==> src/rtl/hilo_muldiv.sv <==
// EX-stage multiply/divide controller and owner of the architectural HI/LO registers.
// Multiplies run locally in two cycles; divides are handed to an external radix-2 divider.
module hilo_muldiv (
    input  logic        clk,
    input  logic        rst,
    input  logic        flush,
    input  logic        ex_hold,
    input  logic [2:0]  op,
    input  logic [31:0] rs_val,
    input  logic [31:0] rt_val,
    output logic        ex_stall,
    output logic [31:0] hi_o,
    output logic [31:0] lo_o,
    output logic        div_valid,
    output logic        div_sign,
    output logic [31:0] div_a,
    output logic [31:0] div_b,
    output logic        div_flush,
    input  logic        div_busy,
    input  logic [63:0] div_result
);

    localparam logic [2:0] OP_MULT  = 3'd1;
    localparam logic [2:0] OP_MULTU = 3'd2;
    localparam logic [2:0] OP_DIV   = 3'd3;
    localparam logic [2:0] OP_DIVU  = 3'd4;
    localparam logic [2:0] OP_MTHI  = 3'd5;
    localparam logic [2:0] OP_MTLO  = 3'd6;

    typedef enum logic [1:0] {
        S_IDLE,
        S_DIV_WAIT,
        S_MUL,
        S_DONE
    } state_t;

    state_t      state_reg, state_next;
    logic [32:0] mul_a_reg, mul_a_next;
    logic [32:0] mul_b_reg, mul_b_next;
    logic [31:0] hi_next, lo_next;
    logic [63:0] mul_a_ext, mul_b_ext;
    logic [63:0] prod;

    // Only the low 64 bits of the 66-bit signed product reach HI/LO, and those
    // bits are identical to the 64-bit product of the sign-extended operands.
    assign mul_a_ext = {{31{mul_a_reg[32]}}, mul_a_reg};
    assign mul_b_ext = {{31{mul_b_reg[32]}}, mul_b_reg};
    assign prod      = mul_a_ext * mul_b_ext;

    assign div_flush = flush;

    always_comb begin
        state_next = state_reg;
        mul_a_next = mul_a_reg;
        mul_b_next = mul_b_reg;
        hi_next    = hi_o;
        lo_next    = lo_o;
        ex_stall   = 1'b0;
        div_valid  = 1'b0;
        div_sign   = 1'b0;
        div_a      = 32'd0;
        div_b      = 32'd0;

        case (state_reg)
            S_IDLE: begin
                if (!flush) begin
                    case (op)
                        OP_DIV, OP_DIVU: begin
                            div_valid  = 1'b1;
                            div_sign   = (op == OP_DIV);
                            div_a      = rs_val;
                            div_b      = rt_val;
                            ex_stall   = 1'b1;
                            state_next = S_DIV_WAIT;
                        end
                        OP_MULT: begin
                            mul_a_next = {rs_val[31], rs_val};
                            mul_b_next = {rt_val[31], rt_val};
                            ex_stall   = 1'b1;
                            state_next = S_MUL;
                        end
                        OP_MULTU: begin
                            mul_a_next = {1'b0, rs_val};
                            mul_b_next = {1'b0, rt_val};
                            ex_stall   = 1'b1;
                            state_next = S_MUL;
                        end
                        OP_MTHI: hi_next = rs_val;
                        OP_MTLO: lo_next = rs_val;
                        default: ;
                    endcase
                end
            end
            S_DIV_WAIT: begin
                if (div_busy) begin
                    ex_stall = 1'b1;
                end else begin
                    hi_next    = div_result[63:32];
                    lo_next    = div_result[31:0];
                    state_next = ex_hold ? S_DONE : S_IDLE;
                end
            end
            S_MUL: begin
                hi_next    = prod[63:32];
                lo_next    = prod[31:0];
                state_next = ex_hold ? S_DONE : S_IDLE;
            end
            S_DONE: begin
                // Committed instruction still sits in EX; wait for it to leave.
                if (!ex_hold) begin
                    state_next = S_IDLE;
                end
            end
            default: state_next = S_IDLE;
        endcase

        if (flush) begin
            state_next = S_IDLE;
            hi_next    = hi_o;
            lo_next    = lo_o;
            div_valid  = 1'b0;
        end
    end

    always_ff @(posedge clk) begin
        if (rst) begin
            state_reg <= S_IDLE;
            mul_a_reg <= 33'd0;
            mul_b_reg <= 33'd0;
            hi_o      <= 32'd0;
            lo_o      <= 32'd0;
        end else begin
            state_reg <= state_next;
            mul_a_reg <= mul_a_next;
            mul_b_reg <= mul_b_next;
            hi_o      <= hi_next;
            lo_o      <= lo_next;
        end
    end

endmodule

==> config.mk <==
export PLATFORM = sky130hd
export DESIGN_NAME = hilo_muldiv
export DESIGN_NICKNAME = d
export VERILOG_FILES = /design/src/rtl/hilo_muldiv.sv
export SDC_FILE = /design/constraint.sdc
export NUM_CORES = 2
export LEC_CHECK = 0
export ABC_AREA = 0
export BUFFER_PORTS_ARGS = -buffer_cell sky130_fd_sc_hd__clkbuf_2
export CELL_PAD_IN_SITES_DETAIL_PLACEMENT = 0
export CELL_PAD_IN_SITES_GLOBAL_PLACEMENT = 1
export CORE_MARGIN = 4
export CORE_UTILIZATION = 30
export DETAILED_ROUTE_END_ITERATION = 10
export GPL_TIMING_DRIVEN = 0
export PLACE_DENSITY_LB_ADDON = 0.05
export SYNTH_ARGS = -nofsm -noshare
export SYNTH_HDL_FRONTEND = slang
export SYNTH_SLANG_ARGS = --single-unit
==> constraint.sdc <==
create_clock -name clk -period 12.75 [get_ports clk]
set_input_delay 1.275 -clock clk [delete_from_list [all_inputs] [get_ports clk]]
set_output_delay 1.275 -clock clk [all_outputs]
set_load 0.005 [all_outputs]
==> results.cfg <==
[place]
post-place-ws_ns = 2.211
place_hpwl_mm = 191.7
gp_congestion = 0.9221
port_buffers = 265

[die]
ios = 268
die_h_um = 395.8
fp.dieW_um = 395.8
die-area_um2 = 156700
start_util_pct = 30.16
rows = 142
coreArea_um2 = 149600

[clocking]
clk-insertion-delay-late_ns = 0.47
cts-root-buf = clkbuf_16
h-tree-depth = 4
cts_tree = done
cts_buffers = 17
cts_sinks = 132
clk_pin_slew_ns = 0.07
cts_resized = 0
ctsHoldBuffers = 0
cts.repair_timing.setup_buffer_count = 0
clockBufferDepth = 2

[global_routing]
busiest_layer = met2
grt_pass1_vias = 38900
grt_util_met2_pct = 47.49
antenna_found_initial = 43
grt_use_met3_pct = 2.460
grt_use_total_pct = 29.03
grt_max_degree = 17
gr-total-overflow = 0
grt_pass1_wl_mm = 315.8
met1_usage_pct = 40.44

[logic_synthesis]
synth-async-reset-ratio_pct = 0
synth_nets = 6561
synth.avg_cell_area_um2 = 8.876
yosys_warnings = 0
synthCells = 5083
synth_edf_count = 0
ys_seq_area_share_pct = 5.857
ys_dominant_reg_cell = dfxtp_1
synth.distinct_cells = 88
synth_seq_cells = 132
syn_area_um2 = 45110

[setup_path]
cp_max_fo = 13
max_stage_delay_ns = 1.04
setup.worst_path.start_class = flip-flop
worst_path_most_repeated_cell = fa_1
crit_type = reg2reg
crit_required_ns = 13.08
critical_path.slowest_cell = clkbuf_1
critical_path_arrival_ns = 10.91
critPathCaptureType = flip-flop

[timing]
fin_crit_sh_pct = 82.98
timing.hold.ws_ns = 0.4591
clock.fmax_ghz = 0.09452
finalSetupViolCount = 0
period_needed_ns = 10.58
setup_slack_ns = 2.170
fin_skew_ns = 0.01389
final_hold_viol_count = 0
worstMarginPinSlew_ns = 1.496
drv_slew = 0
grt_setup_unrepaired = no
tns_ns = 0
slew-limit-headroom_pct = 0.2892

[drt]
drc = 0
wirelength_mm = 226.8
drtPass1Iterations = 5
vias = 36610
ant_nets = 0
vias_per_cell = 4.940
avgRoutedWirePerCell_um = 30.60
drt_iter0_drc = 2938

[pwr]
power.density_nw_per_um2 = 35.95
p_leak_nw = 24.59
finalPower_mw = 1.783
ir_drop_mv = 0.1053

[final_layout]
nets = 6847
area_delta_synth_final_pct = 9.951
layout-drive-gt1-share_pct = 6.243
final_cell_mix = inv_1 (1124), fa_1 (1124), nand2_1 (776)

[run]
maxCapViolCount = 1

[worst_hold_path]
hp-class = reg2reg

[outcome]
violations = max-capacitance violations
outcome = finished, violations left
-- worst max-delay path: cells and delay by family, from the launching register on --
kind | cells | cell delay, ns
AO/OA/AOI/OAI | 6 | 1.41
XOR/XNOR | 1 | 0.32
adder cells (fa/ha/maj) | 9 | 4.71
buffers and inverters | 9 | 2.60
flip-flops | 1 | 0.83
AND/OR/NAND/NOR | 3 | 0.53
-- final timing paths --
kind                              startpoint        to  slack, ns  cells past startpoint
worst max register to register  mul_b_reg[7]  hi_o[29]       2.17                     28
worst min-delay path                lo_o[20]  lo_o[20]       0.46                      2
worst min register to register      lo_o[20]  lo_o[20]       0.46                      2
worst max-delay path            mul_b_reg[7]  hi_o[29]       2.17                     28
-- cell type report --
| class | instances | area, um^2 |
|---|---|---|
| clock inverters | 14 | 122.6 |
| diodes | 13 | 32.53 |
| repair buffers | 267 | 1369 |
| flip-flops and latches | 132 | 2643 |
| plain buffers | 307 | 1299 |
| multi-input cells | 3519 | 36950 |
| inverters | 1125 | 4223 |
| fillers | 16310 | 99990 |
| well taps | 2016 | 2522 |
| clock buffers | 18 | 439.2 |
-- cells by family after synthesis --
family | share of synthesized area [%]
AOI/OAI and AO/OA | 6.401
xor gates and xnor gates | 1.262
adders and majority gates | 55.94
buffers and inverters | 12.24
DFF | 5.857
muxes | 0.1553
and+or+nand+nor | 18.15
-- metrics by stage --
stage | instances | util (%) | area, um^2
floorplan | 5083 | - | 45110
global placement | 7364 | 32.73 | 48960
detailed placement | 7366 | 32.76 | 49010
CTS | 7398 | 33.14 | 49570
global route | 7398 | 33.14 | 49570
finish | 7411 | 33.16 | 49600
-- cells in the mapped netlist (10+ instances only) --
master	count	area share, %
a211oi_1	15	0.25
a21o_1	21	0.35
a21oi_1	181	2.0
a221o_1	19	0.42
a221oi_1	10	0.19
a311oi_1	14	0.27
a31oi_1	18	0.25
and2_1	607	8.4
clkbuf_1	281	2.3
dfxtp_1	132	5.9
fa_1	1125	50
ha_1	217	6.0
inv_1	1124	9.4
nand2_1	776	6.5
nand2b_1	19	0.26
nand3_1	21	0.23
nand3b_1	10	0.17
nand4_1	19	0.26
nor2_1	107	0.89
nor2b_1	32	0.44
nor3_1	27	0.30
o21ai_0	61	0.68
o21bai_1	12	0.20
or3_1	11	0.15
xnor2_1	48	0.93
xor2_1	17	0.33
-- layer usage --
layer	vias up	wire, um
li1	15580	-
met5	-	13
met4	2	9189
met3	231	10870
met2	1121	106900
met1	19680	99830
-- power by group --
| group | switching [mW] | leakage (nW) | total, mW | internal (mW) |
|---|---|---|---|---|
| clock network | 0.236 | 0.267 | 0.495 | 0.258 |
| logic | 0.572 | 23.2 | 0.794 | 0.222 |
| registers | 0.0564 | 1.07 | 0.495 | 0.439 |
(Power assumes the default switching activity.)
